## src/rtl/vga_pkg.sv

```systemverilog
// ---------------------------------------------------------------------------
// vga_pkg
// Shared constants and types for the VGA pattern generator slice.
//   - 640x480 timing constants (visible / front porch / sync / back porch)
//   - pattern encodings, box size, box direction states
//   - pipeline stage record and helpers for the bar and checker patterns
// No ports (package).
// ---------------------------------------------------------------------------
package vga_pkg;

    localparam int H_VISIBLE_PIX   = 640;
    localparam int H_FRONT_PORCH   = 16;
    localparam int H_SYNC_PULSE    = 96;
    localparam int H_BACK_PORCH    = 48;

    localparam int V_VISIBLE_LINES = 480;
    localparam int V_FRONT_PORCH   = 10;
    localparam int V_SYNC_PULSE    = 2;
    localparam int V_BACK_PORCH    = 33;

    localparam int BOX_SIZE        = 64;

    typedef enum logic [1:0] {
        PAT_BARS  = 2'd0,
        PAT_CHECK = 2'd1,
        PAT_GRID  = 2'd2,
        PAT_BOX   = 2'd3
    } pat_e;

    typedef enum logic {
        DIR_INC = 1'b0,
        DIR_DEC = 1'b1
    } dir_e;

    // One pipeline stage: colour plus the syncs that travel alongside it.
    typedef struct packed {
        logic [2:0] rgb;
        logic       hsync;
        logic       vsync;
    } pix_t;

    localparam pix_t PIX_BLANK = '{rgb: 3'b000, hsync: 1'b1, vsync: 1'b1};

    // Bar k = col/80 gets colour 7-k; only meaningful for visible columns.
    function automatic logic [2:0] bar_colour(input logic [9:0] col);
        return 3'(10'd7 - (col / 10'd80));
    endfunction

    // Bit 5 of the 10-bit (carry-discarding) sum col + frame count.
    function automatic logic checker_col_bit(input logic [9:0] col, input logic [7:0] frame_cnt);
        return |(10'(col + {2'b00, frame_cnt}) & 10'h020);
    endfunction

endpackage

```

## src/rtl/vga_pattern_gen_if.sv

```systemverilog
// ---------------------------------------------------------------------------
// vga_pattern_gen_if
// Bundles the timing-generator inputs and the registered video outputs.
//   master : drives en, col_in, row_in, hsync_in, vsync_in, pat_sel;
//            receives red, green, blue, hsync, vsync
//   slave  : the pattern generator (opposite directions)
// ---------------------------------------------------------------------------
interface vga_pattern_gen_if;
    import vga_pkg::*;

    logic       en;
    logic [9:0] col_in;
    logic [9:0] row_in;
    logic       hsync_in;
    logic       vsync_in;
    logic [1:0] pat_sel;
    logic       red;
    logic       green;
    logic       blue;
    logic       hsync;
    logic       vsync;

    modport master (
        output en, col_in, row_in, hsync_in, vsync_in, pat_sel,
        input  red, green, blue, hsync, vsync
    );

    modport slave (
        input  en, col_in, row_in, hsync_in, vsync_in, pat_sel,
        output red, green, blue, hsync, vsync
    );

endinterface

```

## src/rtl/vga_bounce_box.sv

```systemverilog
// ---------------------------------------------------------------------------
// vga_bounce_box
// Position of the 64x64 bouncing box. Each axis has its own INC/DEC
// direction FSM and moves by one pixel per step strobe. On reaching its
// limit (or zero) an axis holds for that step and reverses direction.
// Ports:
//   pclk  in   pixel clock
//   rst   in   synchronous active-high reset (position 0, both axes INC)
//   step  in   one-cycle frame-boundary strobe
//   bx    out  box left column
//   by    out  box top row
// ---------------------------------------------------------------------------
module vga_bounce_box
    import vga_pkg::*;
#(
    parameter int H_VISIBLE = H_VISIBLE_PIX,
    parameter int V_VISIBLE = V_VISIBLE_LINES
) (
    input  logic       pclk,
    input  logic       rst,
    input  logic       step,
    output logic [9:0] bx,
    output logic [9:0] by
);

    localparam int NUM_AXES = 2;

    // Axis 0 is X, axis 1 is Y.
    logic [NUM_AXES-1:0][9:0] pos;

    genvar gi;
    generate
        for (gi = 0; gi < NUM_AXES; gi++) begin : g_axis
            localparam logic [9:0] AXIS_LIMIT = (gi == 0) ? 10'(H_VISIBLE - BOX_SIZE)
                                                          : 10'(V_VISIBLE - BOX_SIZE);
            dir_e       dir_reg;
            dir_e       dir_next;
            logic [9:0] pos_reg;
            logic [9:0] pos_next;

            always_ff @(posedge pclk) begin
                if (rst) begin
                    dir_reg <= DIR_INC;
                    pos_reg <= '0;
                end else begin
                    dir_reg <= dir_next;
                    pos_reg <= pos_next;
                end
            end

            // At an end stop the turning step only changes direction, so the
            // box rests one frame against the edge before moving back.
            always_comb begin
                dir_next = dir_reg;
                pos_next = pos_reg;
                if (step) begin
                    case (dir_reg)
                        DIR_INC: begin
                            if (pos_reg == AXIS_LIMIT) dir_next = DIR_DEC;
                            else                       pos_next = pos_reg + 10'd1;
                        end
                        DIR_DEC: begin
                            if (pos_reg == 10'd0) dir_next = DIR_INC;
                            else                  pos_next = pos_reg - 10'd1;
                        end
                        default: ;
                    endcase
                end
            end

            assign pos[gi] = pos_reg;
        end
    endgenerate

    assign bx = pos[0];
    assign by = pos[1];

endmodule

```

## src/rtl/vga_pattern_gen.sv

```systemverilog
// ---------------------------------------------------------------------------
// vga_pattern_gen
// Test-pattern generator behind a VGA timing generator. Two register stages:
// stage 1 holds the computed colour with its syncs, stage 2 drives the pins,
// so colour and syncs leave exactly two pixel clocks after being sampled.
// Patterns: colour bars, scrolling checker, grid, bouncing red box. The
// pattern select, frame counter and box position change only on a falling
// edge of vsync_in (the frame boundary) while en is high.
// Ports:
//   pclk  in  pixel clock
//   rst   in  synchronous active-high reset, overrides en
//   vga   slave modport of vga_pattern_gen_if
//         (en, col_in, row_in, hsync_in, vsync_in, pat_sel in;
//          red, green, blue, hsync, vsync out, all registered)
// ---------------------------------------------------------------------------
module vga_pattern_gen
    import vga_pkg::*;
#(
    parameter int H_VISIBLE = H_VISIBLE_PIX,
    parameter int V_VISIBLE = V_VISIBLE_LINES
) (
    input  logic              pclk,
    input  logic              rst,
    vga_pattern_gen_if.slave  vga
);

    localparam logic [9:0]  H_LAST   = 10'(H_VISIBLE - 1);
    localparam logic [9:0]  V_LAST   = 10'(V_VISIBLE - 1);
    localparam logic [10:0] BOX_SPAN = 11'(BOX_SIZE);

    logic       vs_prev_reg;
    logic       frame_tick;
    pat_e       pat_reg;
    logic [7:0] frame_cnt_reg;
    logic [9:0] box_x;
    logic [9:0] box_y;
    pix_t       stage1_reg;
    pix_t       stage2_reg;
    pix_t       stage1_next;
    logic       visible;
    logic       grid_line;
    logic       in_box;
    logic [2:0] rgb_next;

    // The edge register keeps tracking vsync_in while en is low, so a fall
    // that happens during the gap is consumed rather than fired late.
    always_ff @(posedge pclk) begin
        if (rst) vs_prev_reg <= 1'b1;
        else     vs_prev_reg <= vga.vsync_in;
    end

    assign frame_tick = vga.en && vs_prev_reg && !vga.vsync_in;

    always_ff @(posedge pclk) begin
        if (rst) begin
            pat_reg       <= PAT_BARS;
            frame_cnt_reg <= 8'd0;
        end else if (frame_tick) begin
            pat_reg       <= pat_e'(vga.pat_sel);
            frame_cnt_reg <= frame_cnt_reg + 8'd1;
        end
    end

    vga_bounce_box #(
        .H_VISIBLE (H_VISIBLE),
        .V_VISIBLE (V_VISIBLE)
    ) u_bounce_box (
        .pclk (pclk),
        .rst  (rst),
        .step (frame_tick),
        .bx   (box_x),
        .by   (box_y)
    );

    // Colour uses the pattern/box registers as they stand this cycle; an
    // update on a boundary cycle therefore shows from the following pixel.
    always_comb begin
        visible   = (vga.col_in <= H_LAST) && (vga.row_in <= V_LAST);
        grid_line = (vga.col_in[4:0] == 5'd0) || (vga.row_in[4:0] == 5'd0) ||
                    (vga.col_in == H_LAST)    || (vga.row_in == V_LAST);
        // 11-bit compare so bx+64 cannot wrap.
        in_box    = ({1'b0, vga.col_in} >= {1'b0, box_x}) &&
                    ({1'b0, vga.col_in} <  ({1'b0, box_x} + BOX_SPAN)) &&
                    ({1'b0, vga.row_in} >= {1'b0, box_y}) &&
                    ({1'b0, vga.row_in} <  ({1'b0, box_y} + BOX_SPAN));

        rgb_next = 3'b000;
        if (visible) begin
            case (pat_reg)
                PAT_BARS:  rgb_next = bar_colour(vga.col_in);
                PAT_CHECK: rgb_next = (checker_col_bit(vga.col_in, frame_cnt_reg) ^ vga.row_in[5])
                                      ? 3'b111 : 3'b000;
                PAT_GRID:  rgb_next = grid_line ? 3'b111 : 3'b001;
                PAT_BOX:   rgb_next = in_box ? 3'b100 : 3'b000;
                default:   rgb_next = 3'b000;
            endcase
        end

        stage1_next = '{rgb: rgb_next, hsync: vga.hsync_in, vsync: vga.vsync_in};
    end

    // With en low both stages flush to blank, so valid video returns two
    // clocks after en rises.
    always_ff @(posedge pclk) begin
        if (rst || !vga.en) begin
            stage1_reg <= PIX_BLANK;
            stage2_reg <= PIX_BLANK;
        end else begin
            stage1_reg <= stage1_next;
            stage2_reg <= stage1_reg;
        end
    end

    assign {vga.red, vga.green, vga.blue} = stage2_reg.rgb;
    assign vga.hsync = stage2_reg.hsync;
    assign vga.vsync = stage2_reg.vsync;

endmodule
```

## src/flat_wrapper.sv

```systemverilog
// flat-port wrapper written by rule: the top's interface ports become plain ports
module vga_pattern_gen_flat import vga_pkg::*;
#(
    parameter int H_VISIBLE = H_VISIBLE_PIX,
    parameter int V_VISIBLE = V_VISIBLE_LINES
)
  (pclk, rst, vga_en, vga_col_in, vga_row_in, vga_hsync_in, vga_vsync_in, vga_pat_sel, vga_red, vga_green, vga_blue, vga_hsync, vga_vsync);
  vga_pattern_gen_if vga_i ();
  input  logic pclk;
  input  logic rst;
  input wire logic [$bits(vga_i.en)-1:0] vga_en;
  input wire logic [$bits(vga_i.col_in)-1:0] vga_col_in;
  input wire logic [$bits(vga_i.row_in)-1:0] vga_row_in;
  input wire logic [$bits(vga_i.hsync_in)-1:0] vga_hsync_in;
  input wire logic [$bits(vga_i.vsync_in)-1:0] vga_vsync_in;
  input wire logic [$bits(vga_i.pat_sel)-1:0] vga_pat_sel;
  output wire logic [$bits(vga_i.red)-1:0] vga_red;
  output wire logic [$bits(vga_i.green)-1:0] vga_green;
  output wire logic [$bits(vga_i.blue)-1:0] vga_blue;
  output wire logic [$bits(vga_i.hsync)-1:0] vga_hsync;
  output wire logic [$bits(vga_i.vsync)-1:0] vga_vsync;
  assign vga_i.en = vga_en;
  assign vga_i.col_in = vga_col_in;
  assign vga_i.row_in = vga_row_in;
  assign vga_i.hsync_in = vga_hsync_in;
  assign vga_i.vsync_in = vga_vsync_in;
  assign vga_i.pat_sel = vga_pat_sel;
  assign vga_red = vga_i.red;
  assign vga_green = vga_i.green;
  assign vga_blue = vga_i.blue;
  assign vga_hsync = vga_i.hsync;
  assign vga_vsync = vga_i.vsync;
  vga_pattern_gen #(.H_VISIBLE(H_VISIBLE), .V_VISIBLE(V_VISIBLE)) u_core (.pclk(pclk), .rst(rst), .vga(vga_i));
endmodule
```

## config.mk

```make
export PLATFORM = sky130hd
export DESIGN_NAME = vga_pattern_gen_flat
export DESIGN_NICKNAME = d
export VERILOG_FILES = /design/src/rtl/vga_pkg.sv /design/src/rtl/vga_pattern_gen_if.sv /design/src/rtl/vga_bounce_box.sv /design/src/rtl/vga_pattern_gen.sv /design/src/flat_wrapper.sv
export SDC_FILE = /design/constraint.sdc
export NUM_CORES = 1
export LEC_CHECK = 0
export CORE_MARGIN = 2
export CORE_UTILIZATION = 59
export DETAILED_ROUTE_END_ITERATION = 8
export PLACE_DENSITY_LB_ADDON = 0.3
export SLEW_MARGIN = 0
export SYNTH_ARGS = -nofsm -noshare
export SYNTH_HDL_FRONTEND = slang
export SYNTH_HIERARCHICAL = 1
export SYNTH_SLANG_ARGS = --single-unit
```

## constraint.sdc

```tcl
create_clock -name pclk -period 2.65 [get_ports pclk]
set_input_delay 0.53 -clock pclk [delete_from_list [all_inputs] [get_ports pclk]]
set_output_delay 0.53 -clock pclk [all_outputs]
set_load 0.01 [all_outputs]
```

* After elaboration in Yosys (flattened, before gate mapping)
Cells that the tools add are included.
Operators by class: $add $sub $neg 9, divide/modulo/power cells 1, magnitude comparators 6, equality and inequality tests 11, muxes and demuxes 16, bitwise logic cells 4, reduce and logical (&&, ||, !) cells 20
Operators with widths (count):
- $mux 10 | 4
- $pmux 10 s2 | 2
- $add 10x7->11 const B | 2
- $lt 10x11->1 | 2
- $add 10x1->10 const B | 2
- $eq 10x10->1 const B | 2
- $eq 10x9->1 const B | 2
- $ge 10x10->1 | 2
- $logic_not 10->1 | 2
- $sub 10x1->10 const B | 2
- $pmux 3 s4 | 1
- $div 10x7->10 const B | 1
- $le 10x10->1 const B | 1
- $le 10x9->1 const B | 1
- $logic_not 5->1 | 2
- $mux 3 | 3
- $add 8x1->8 const B | 1
- $ne 2x2->1 const B | 4
- $add 6x6->6 | 1
- $logic_and 1x1->1 | 6
- $reduce_and 3->1 | 2
- $eq 2x2->1 const B | 2
- $logic_or 1x1->1 | 4
- $mux 1 | 4
- other kinds (8) | 12
Storage, ports and cells: bits in registers 43, word-level logic and storage cells 80

* Logic depth before layout (Yosys ltp)
Gate-level depths: netlist (run 1).
depth in word-level cells 7, depth in mapped cells 10, mapped depth without buffers 9

* Modules after synthesis
The synthesis (run 1) kept the hierarchy.
By module, submodules not included:
- vga_pattern_gen | instances 1, cells each 229, area each 1880.6 µm²
- vga_bounce_box | instances 1, cells each 192, area each 1619.1 µm²

* Least setup slack after synthesis (run 1)
No wires, ideal clock.
kind reg-to-reg, start register u_core.u_bounce_box.g_axis[1].pos_reg[6] (netlist: u_core/u_bounce_box/by[6]), end register u_core.u_bounce_box.g_axis[1].pos_reg[9] (netlist: u_core/u_bounce_box/by[9]), library setup time 0.123 ns, arrival time 2.203 ns, path slack 0.324 ns, stages on the path, launching flop included 8, path through dfxtp_1 > or4_4 > or4_4 > o21a_1 > buf_6 > and2_1 > mux2i_1 > mux2_1
Between the ends: cells in the longest elaborated chain, start to end 3
RTL lines:
- start: declaration | RTL line vga_bounce_box.sv:38 | logic [9:0] pos_reg;
- start signal: assignment | RTL line vga_bounce_box.sv:47 | pos_reg <= pos_next;
- $sub 10x1->10 (tied with other cells) | RTL line vga_bounce_box.sv:64 | else pos_next = pos_reg - 10'd1;
- $mux 10 (tied with other cells) | RTL line vga_bounce_box.sv:63 | if (pos_reg == 10'd0) dir_next = DIR_INC;
- $pmux 10 s2 or $reduce_and 3->1 (tied branches)
Parallel ways exist; a longest one is shown, timed or not. The select of a mux whose other input is x is not followed. A chain may end at the register's enable or synchronous reset.

* Final worst setup path (run 1)
start input port vga_col_in[2], end register u_core/stage1_reg[4] (netlist bit)
Between the ends: cells in the longest elaborated chain, start to end 6
RTL lines:
- start: declaration | RTL line flat_wrapper.sv:12 | input wire logic [$bits(vga_i.col_in)-1:0] vga_col_in;
- parallel branches: the longest is 6 deep, another holds $div 10x7->10
- end signal: assignment | RTL line vga_pattern_gen.sv:109 | stage1_reg <= stage1_next;
- end: declaration | RTL line vga_pattern_gen.sv:37 | pix_t stage1_reg;
Several ways; the timed one is not identified.

==> results of run 1 <==
[cell usage in the layout (no fill, tap or decap), types with 6 or more instances in the layout]
cell type and n:
xnor2_1 15, nand4_1 8, nor2b_1 8, a21oi_1 37, a31oi_1 7, a211oi_1 7
buf_4 24, clkdlybuf4s50_1 31, a21o_1 8, mux2i_1 8, xor2_1 7, nand3_1 11
dfxtp_1 41, o21a_1 6, inv_1 30, nand2_1 27, nor2_1 32, nor4_1 6
ha_1 51, o21ai_0 20
[cell families after synthesis]
| kind of cell | count (synthesis) | share of synthesized area |
|---|---|---|
| DFF | 41 | 0.235 |
| muxes | 10 | 0.0293 |
| adders and majority gates | 54 | 0.197 |
| xor gates and xnor gates | 22 | 0.0551 |
| AOI/OAI and AO/OA | 114 | 0.206 |
| and+or+nand+nor | 136 | 0.226 |
| buffers and inverters | 44 | 0.0522 |
[synthesized netlist by cell type (3+ instances only)]
library cell / count / area, um^2
a211oi_1: 7 / 52.6
a21o_1: 8 / 60.1
a21oi_1: 37 / 185
a22oi_1: 3 / 22.5
a31oi_1: 7 / 43.8
and2_2: 4 / 30.0
and4b_1: 5 / 50.1
clkbuf_1: 6 / 22.5
dfxtp_1: 41 / 821
ha_1: 51 / 638
inv_1: 30 / 113
inv_2: 3 / 11.3
mux2i_1: 8 / 80.1
nand2_1: 27 / 101
nand3_1: 11 / 55.1
nand3b_1: 3 / 22.5
nand4_1: 8 / 50.1
nor2_1: 32 / 120
nor2b_1: 8 / 50.1
nor3_1: 3 / 15.0
nor4_1: 6 / 37.5
o21a_1: 6 / 45.0
o21ai_0: 20 / 100
o21ai_1: 5 / 25.0
or2b_1: 4 / 30.0
or4_1: 4 / 30.0
xnor2_1: 15 / 131
xor2_1: 7 / 61.3
[cell type report]
type | instances | area (um^2)
clock buffer | 5 | 68.8
tap | 75 | 93.8
clock inverter | 3 | 65.1
multi-input combinational | 336 | 2500
inverter | 33 | 124
sequential | 41 | 821
timing repair buffer | 55 | 490
fill | 443 | 1660
[metal layers]
metal | global-route usage | wire length [um] | up-vias
met2 | 0.474 | 4150 | 101
met4 | 0.114 | 229 | 0
li1 | - | - | 1650
met5 | 0 | 0 | -
met3 | 0.0389 | 429 | 18
met1 | 0.332 | 3650 | 1535
[how the worst max path moves through the flow]
stage / from / endpoint / slack, ns / depth (start not counted)
5_1_grt: vga_col_in[2] / u_core/stage1_reg[4] / 0.10 / 8
3_3_place_gp: vga_col_in[2] / u_core/stage1_reg[4] / 0.02 / 8
3_5_place_dp: vga_col_in[2] / u_core/stage1_reg[4] / -0.05 / 8
6_report: vga_col_in[2] / u_core/stage1_reg[4] / 0.23 / 8
4_1_cts: u_core/u_bounce_box/by[6] / u_core/u_bounce_box/by[9] / 0.24 / 6
2_1_floorplan: u_core/u_bounce_box/by[6] / u_core/u_bounce_box/by[9] / 0.32 / 7
[worst register-to-register path, stage by stage, from the launching register on]
cell,delay [ns]
dfxtp_1,0.40
or4_4,0.55
or4_4,0.43
o21ai_1,0.37
nor2_1,0.07
mux2i_1,0.17
mux2_1,0.33
[power by group]
group | switching (W) | internal [W] | total, W
Clock | 0.000226 | 0.000374 | 0.000600
Sequential | 0.0000141 | 0.000628 | 0.000642
Combinational | 0.000132 | 0.000132 | 0.000264
Total | 0.000372 | 0.00113 | 0.00151
[stage by stage]
stage | hold slack [ns] | TNS, ns | total power [W] | cell area [um^2] | utilization
finish | 0.411 | 0 | 0.00151 | 4160 | 0.715
global route | 0.425 | 0 | 0.00157 | 4160 | 0.715
CTS | 0.415 | 0 | 0.00151 | 4160 | 0.715
detailed placement | 0.395 | -0.0514 | 0.000917 | 4030 | 0.692
global placement | 0.388 | 0 | 0.000906 | 4030 | 0.692
floorplan | 0.385 | 0 | 0.000806 | 3500 | -
==> summary.md, run 1 <==
| Metric | Value |
|---|---|
| Post-route ant nets | `0` |
| Largest net degree at the start of global routing | `38` |
| Critical Path AT | `2.61 ns` |
| Hold Path End | `u_core/vga.hsync` |
| Crit share post-route | `0.914` |
| Tmin final | `2.42 ns` |
| CTS Buffer Depth | `2` |
| N_diodes | `0` |
| Final Max Slew Viols | `0` |
| R2r setup slk | `0.23 ns` |
| Mapped Area | `3500 um^2` |
| Wire per inst | `15.4 um` |
| IO Pins | `32` |
| Fin. Hold Viols | `0` |
| Global Route Usage Sum | `0.271` |
| Die Y | `81.0 um` |
| Setup CP Type | `in -> reg` |
| Final HPWL DP | `6540 um` |
| Sequential-to-total area share from yosys stat | `0.235` |
| Routed vias | `3304` |
| Setup violators final | `0` |
| Slowest stage delay, CP | `0.52 ns` |
| Reg2Reg Depth | `6` |
| Vias per cell | `6.03` |
| Worst-Margin Slew | `0.517 ns` |
| CP top delay family | `compound AO/OA/AOI/OAI gates` |
| Nets | `552` |
| Clock Skew | `0.00648 ns` |
| Root Driver | `clkbuf_8` |
| Relative max-transition margin | `0.654` |
| Max Clk Rate | `0.413 GHz` |
| Port Buffer Count | `31` |
| CTS Hold Bufs | `0` |
| Cts bufs inserted | `5` |
| PwrDens | `362 nW/um^2` |
| First-pass GRT wire length | `14000 um` |
| Gr ovfl total | `0` |
| Clk_lat worst skew | `0.29 ns` |
| Hold path depth | `1` |
| Layout cells sized above 1 | `0.108` |
| Clock sink count | `41` |
| Max-Cap Viols | `0` |
| Req. time, crit path | `2.84 ns` |
| Fin cells | `548` |
| Hold Path Class | `reg -> reg` |
| Clock transition at the registers of the reported paths | `0.08 ns` |
| Yosys reg bits | `41` |
| Min-delay src | `u_core/stage1_reg[1]` |
| RSZ-0062 raised after global routing | `false` |
| Cells after Synth | `421` |
| Synthesized area per cell | `8.31 um^2` |
| Core Region | `5820 um^2` |
| Synth unique cells | `67` |
| WP buf/inv | `1` |
| Initial Util | `0.602` |
| Synthesized net count | `501` |
| Rows | `28` |
| H-tree levels | `2` |
| DRC violations left | `0` |
| FF-to-FF End | `u_core/u_bounce_box/by[9]` |
| Die area | `6560 um^2` |
| CTS tree | `done` |
| Reg2reg start | `u_core/u_bounce_box/by[6]` |
| CP cell instances | `clkdlybuf4s50_1 > ha_1 > o21ai_1 > a21oi_1 > a2111oi_1 > a221oi_1 > a211o_1 > a31o_1` |
| Dominant synthesized flop cell | `dfxtp_1` |
| Drt pass-1 iters | `5` |
| Placed Cells incl. Taps | `540` |
| Initial antenna violation count | `0` |
| Peak supply drop | `0.296 mV` |
| YS warnings | `6` |
| Vias in the first global route | `3080` |
| Worst setup margin | `0.229 ns` |
| RePlAce Congestion | `0.927` |
| Critical Path Sink Type | `register` |
| Die width | `81.0 um` |
| Outcome | `finished clean` |
| CP Launch Type | `input pin` |
| Leak Pwr | `1.78 nW` |
| Setup bufs post-CTS | `0` |
| Place WS | `-0.0514 ns` |
| DRT iter0 DRCs | `171` |
| Critical path's slowest cell | `a2111oi_1` |
| Fraction of registers with async set/reset | `0` |
| Post-CTS resize count | `0` |
| EDFF count, synth | `0` |
| Detailed Route WL | `8460 um` |
| Crit-path max FO | `2` |
| Layout area overhead | `18.8%` |
Note: power is estimated with default switching activity, not from simulation.
==> inputs of run 2 (changes only) <==
CORE_UTILIZATION = 60   (was 59)
CTS_BUF_LIST = sky130_fd_sc_hd__clkbuf_4   (was not set)
MAX_ROUTING_LAYER = met4   (was not set)
==> summary.md, run 2 (synthesis gave the netlist of run 1 again) <==
| Metric | Value |
|---|---|
| Root Driver | `clkbuf_4` |
| Outcome | `finished clean` |
| Final HPWL DP | `6330 um (-3.2%)` |
| Setup bufs post-CTS | `0 (unchanged)` |
| Clock Skew | `0.0147 ns (+0.00824 ns)` |
| Largest net degree at the start of global routing | `38 (unchanged)` |
| RePlAce Congestion | `0.978 (+5.5%)` |
| Detailed Route WL | `8100 um (-4.3%)` |
| Max-Cap Viols | `0 (unchanged)` |
| IO Pins | `32 (unchanged)` |
| Post-route ant nets | `0 (unchanged)` |
| Req. time, crit path | `2.89 ns (+0.05 ns)` |
| Drt pass-1 iters | `5 (unchanged)` |
| Hold Path Class | `reg -> reg` |
| Most frequent cells in the layout | `ha_1, dfxtp_1, a21oi_1` |
| Gr ovfl total | `0 (unchanged)` |
| Setup CP Type | `reg -> reg` |
| Routed vias | `3268 (-1.1%)` |
| Rows | `27 (-3.6%)` |
| Final Max Slew Viols | `0 (unchanged)` |
| Placed Cells incl. Taps | `534 (-1.1%)` |
| DRT iter0 DRCs | `172 (+0.58%)` |
| Most common cell after layout, fill and taps aside | `ha_1` |
| Core Region | `5570 um^2 (-4.2%)` |
| Post-CTS resize count | `0 (unchanged)` |
| Fin. Hold Viols | `0 (unchanged)` |
| Die width | `80.4 um (-0.80%)` |
| Wire per inst | `14.9 um (-3.2%)` |
| Max Clk Rate | `0.409 GHz (-0.85%)` |
| Cts bufs inserted | `5 (unchanged)` |
| CTS Hold Bufs | `0 (unchanged)` |
| Clk_lat worst skew | `0.35 ns (+0.06 ns)` |
| Total power | `0.00122 W (-19%)` |
| Relative max-transition margin | `0.639 (-0.0151)` |
| Tmin final | `2.44 ns (+0.0207 ns)` |
| Worst-Margin Slew | `0.540 ns (+0.0232 ns)` |
| Fin cells | `542 (-1.1%)` |
| Clock transition at the registers of the reported paths | `0.14 ns (+0.06 ns)` |
| First-pass GRT wire length | `13700 um (-2.0%)` |
| Global Route Usage Sum | `0.273 (+0.00205)` |
| Layout cells sized above 1 | `0.102 (-0.00569)` |
| Die Y | `80.4 um (-0.80%)` |
| CTS Buffer Depth | `2 (unchanged)` |
| Fin area | `4050 um^2 (-2.5%)` |
| CP Launch Type | `register` |
| Port Buffer Count | `31 (unchanged)` |
| Initial antenna violation count | `0 (unchanged)` |
| DP Area | `4000 um^2 (-0.65%)` |
| Crit-path max FO | `7 (+5)` |
| Vias per cell | `6.03 (about the same)` |
| N_diodes | `0 (unchanged)` |
| Initial Util | `0.628 (+0.0261)` |
| Nets | `549 (-0.54%)` |
| Critical Path Sink Type | `register` |
| H-tree levels | `2 (unchanged)` |
| RSZ-0062 raised after global routing | `false` |
| Critical Path AT | `2.68 ns (+0.07 ns)` |
| Crit share post-route | `0.922 (+0.00781)` |
| Peak supply drop | `0.259 mV (-13%)` |
| Clock sink count | `41 (unchanged)` |
| Die area | `6460 um^2 (-1.6%)` |
| Layout area overhead | `15.8%` |
| PwrDens | `301 nW/um^2 (-17%)` |
| CTS tree | `done` |
| Setup violators final | `0 (unchanged)` |
| Leak Pwr | `1.72 nW (-3.0%)` |
| DRC violations left | `0 (unchanged)` |
| Vias in the first global route | `3062 (-0.58%)` |
## run 2: final timing paths
| kind | start | end | slack, ns | cells after the start |
|---|---|---|---|---|
| worst max-delay path | u_core/u_bounce_box/by[6] | u_core/u_bounce_box/by[9] | 0.21 | 6 |
| worst max register to register | u_core/u_bounce_box/by[6] | u_core/u_bounce_box/by[9] | 0.21 | 6 |
| worst min register to register | u_core/stage1_reg[1] | u_core/vga.hsync | 0.44 | 1 |
| worst min-delay path | u_core/stage1_reg[1] | u_core/vga.hsync | 0.44 | 1 |
## run 2: per-stage QoR
step / utilization / hold WS [ns] / setup slack, ns / TNS (ns)
finish: 0.727 / 0.442 / 0.208 / 0
global route: 0.727 / 0.457 / 0.0930 / 0
CTS: 0.727 / 0.441 / 0.215 / 0
detailed placement: 0.717 / 0.406 / -0.0412 / -0.0412
global placement: 0.717 / 0.388 / 0.0484 / 0
floorplan: - / 0.385 / 0.324 / 0
## run 2: layer usage
metal | part of all wire | wire (um) | vias to the layer above | track usage
met5 | 0 | 0 | - | -
met3 | 0.052 | 418 | 17 | 0.0371
li1 | - | - | 1638 | -
met2 | 0.48 | 3890 | 101 | 0.460
met4 | 0.015 | 124 | 0 | 0.0780
met1 | 0.45 | 3670 | 1512 | 0.343
## run 2: worst max-delay path, cell delays in order (launching register included)
cell and delay, ns:
dfxtp_1 0.40, or4_4 0.54, or4_4 0.44, o21ai_1 0.38, nor2_1 0.07, mux2i_1 0.17, mux2_1 0.33
## run 2: cell type report
type,count,area (um^2)
clock inverter,3,17.5
multi-input combinational,336,2500
inverter,33,124
clock buffer,5,37.5
timing repair buffer,52,468
sequential,41,821
fill,415,1520
tap,72,90.1
## run 2: power by group
group | switching, W | total, W | internal, W
Clock | 0.000214 | 0.000314 | 0.000100
Combinational | 0.000131 | 0.000262 | 0.000131
Sequential | 0.0000141 | 0.000643 | 0.000629
Total | 0.000359 | 0.00122 | 0.000860
==> inputs of run 3 (changes only) <==
CAP_MARGIN = 40   (was not set)
==> results of run 3 <==
Final layout, timing and power as in run 2 (identical DEF).
==> RTL change: new RTL, settings of run 1 <==
Reset style: asynchronous (`rst`), changed in 3 clocked blocks. Comments in the files are not updated.
--- a/src/rtl/vga_bounce_box.sv
+++ b/src/rtl/vga_bounce_box.sv
@@ -38,7 +38,7 @@
             logic [9:0] pos_reg;
             logic [9:0] pos_next;
 
-            always_ff @(posedge pclk) begin
+            always_ff @(posedge pclk or posedge rst) begin
                 if (rst) begin
                     dir_reg <= DIR_INC;
                     pos_reg <= '0;
--- a/src/rtl/vga_pattern_gen.sv
+++ b/src/rtl/vga_pattern_gen.sv
@@ -44,14 +44,14 @@
 
     // The edge register keeps tracking vsync_in while en is low, so a fall
     // that happens during the gap is consumed rather than fired late.
-    always_ff @(posedge pclk) begin
+    always_ff @(posedge pclk or posedge rst) begin
         if (rst) vs_prev_reg <= 1'b1;
         else     vs_prev_reg <= vga.vsync_in;
     end
 
     assign frame_tick = vga.en && vs_prev_reg && !vga.vsync_in;
 
-    always_ff @(posedge pclk) begin
+    always_ff @(posedge pclk or posedge rst) begin
         if (rst) begin
             pat_reg       <= PAT_BARS;
             frame_cnt_reg <= 8'd0;
Behaviour: no difference found for any inputs over 10 cycles, from zero or initial values and one cycle with rst high; that may be too few to reach the edited logic, so the function may still have changed.
==> RTL change against run 1 <==
Wire length is 7.3% lower. Final area decreased by 1.3%. Area after synthesis up 1.2%. First-iteration DRC count fell by 24%. Maximum frequency is 2.8% higher. Setup slack improved by 0.067 ns. Clock skew rose by 0.00060 ns. Core utilization decreased by 1.4 points. Non-clock buffer count shrank 7. Sequential cell count stayed put.
Power is not compared: it rests on default switching activity, and its combinational part moved more than twofold at a synthesized area within 25%.
==> RTL change: results (changes against run 1) <==
* Status: finished, final reports clean
* Global-route usage over all layers at 0.252 (-0.0188)
* Largest net degree at the start of global routing at 23 (-39%)
* GPL Wtd Cong at 0.865 (-6.7%)
* Placed inst area at 4010 sq um (-0.37%)
* Layout Nets at 538 (-2.5%)
* Layout Skew at 0.00708 ns (+0.000602 ns)
* Total CTS buffers at 5 (unchanged)
* Syn Area/Cell at 8.60 sq um (+3.4%)
* Worst R2R Path Depth at 7 (+1)
* Placement Setup Slack at 0.102 ns (+0.154 ns)
* Vias in the first global route at 2941 (-4.5%)
* Drt wl/cell at 14.7 microns (-4.8%)
* Layout fillers at 474 (+7.0%)
* Synthesized net count at 492 (-1.8%)
* Synth Warn # at 6 (unchanged)
* Rel. slew slack at 0.640 (-0.0147)
* Top cells by area, synth: dfrtp_1 21%, ha_1 18%, dfxtp_1 5.7%, nand2_1 4.6%, xnor2_1 4.2%
* Worst-path maximum fanout at 6 (+4)
* Top FF cell, synth: dfrtp_1
* Iter 0 DRT Violations at 130 (-24%)
* Asr flop ratio synth at 0.756 (+0.756)
* Crit path DAT at 2.54 ns (-0.07 ns)
* Clk root buf: clkbuf_8
* Vias at 3125 (-5.4%)
* Inst Count DP at 526 (-2.6%)
* DRT Pass-1 Iters at 4 (-1)
* Crit path largest cell delay at 0.49 ns (-0.03 ns)
* Crit path max-delay family: compound AO/OA/AOI/OAI gates
* Hpwl dp at 6150 microns (-6.0%)
* Seq/Total Area, Yosys at 0.276 (+0.0413)
* Share of layout cells above drive strength 1 at 0.0915 (-0.0163)
* Final wirelength at 7850 microns (-7.3%)
* First-pass GRT wire length at 13300 microns (-5.0%)
* Slowest cell on the critical path: dfrtp_1
* Number of distinct library cells after synthesis at 61 (-9.0%)
* Initial antenna violation count at 0 (unchanged)
* Synth cell count leaders: 51 x ha_1, 43 x nand2_1, 33 x nor2_1, 32 x inv_1, 30 x dfrtp_1
* # resized after CTS at 0 (unchanged)
==> RTL change: final timing paths <==
kind	slack, ns	from	end
worst min register to register	0.42	u_core/stage1_reg[0]	u_core/vga.vsync
worst min-delay path	0.42	u_core/stage1_reg[0]	u_core/vga.vsync
worst max register to register	0.30	u_core/u_bounce_box/by[0]	u_core/u_bounce_box/by[8]
max in group asynchronous	1.79	rst	u_core/u_bounce_box/bx[3]
min in group asynchronous	0.54	rst	u_core/frame_cnt_reg[2]
worst max-delay path	0.30	u_core/u_bounce_box/by[0]	u_core/u_bounce_box/by[8]
==> RTL change: cell families (layout without fill, tap and decap cells) <==
logic type | Yosys count | count (layout) | synth area share
AND/OR/NAND/NOR | 140 | 140 | 0.199
XOR/XNOR | 26 | 26 | 0.0643
multiplexers | 6 | 6 | 0.0184
flip-flops | 41 | 41 | 0.276
buffers and inverters | 41 | 88 | 0.0519
AO/OA/AOI/OAI | 105 | 105 | 0.199
adder cells (fa/ha/maj) | 53 | 53 | 0.191
==> RTL change: cell type report <==
cell class / instances / area [sq um] / area share
timing repair buffer: 48 / 438 / 0.107
clock buffer: 5 / 68.8 / 0.0168
tap: 75 / 93.8 / 0.0229
sequential: 41 / 977 / 0.238
inverter: 32 / 120 / 0.0293
multi-input combinational: 330 / 2380 / 0.580
clock inverter: 3 / 25.0 / 0.00610
==> RTL change: power by group <==
group | switching [mW] | internal, mW | total, mW
clock network | 0.244 | 0.190 | 0.435
logic | 0.373 | 0.378 | 0.751
registers | 0.154 | 0.725 | 0.879
==> RTL change: routing by layer <==
metal  global-route usage  routed length (microns)  vias up  share of wire
li1                     -                        -     1584              -
met1                0.338                     3670     1469           0.47
met2                0.426                     3820       60           0.49
met3               0.0319                      220       12          0.028
met4               0.0729                      129        0          0.016
met5                    0                        0        -              0
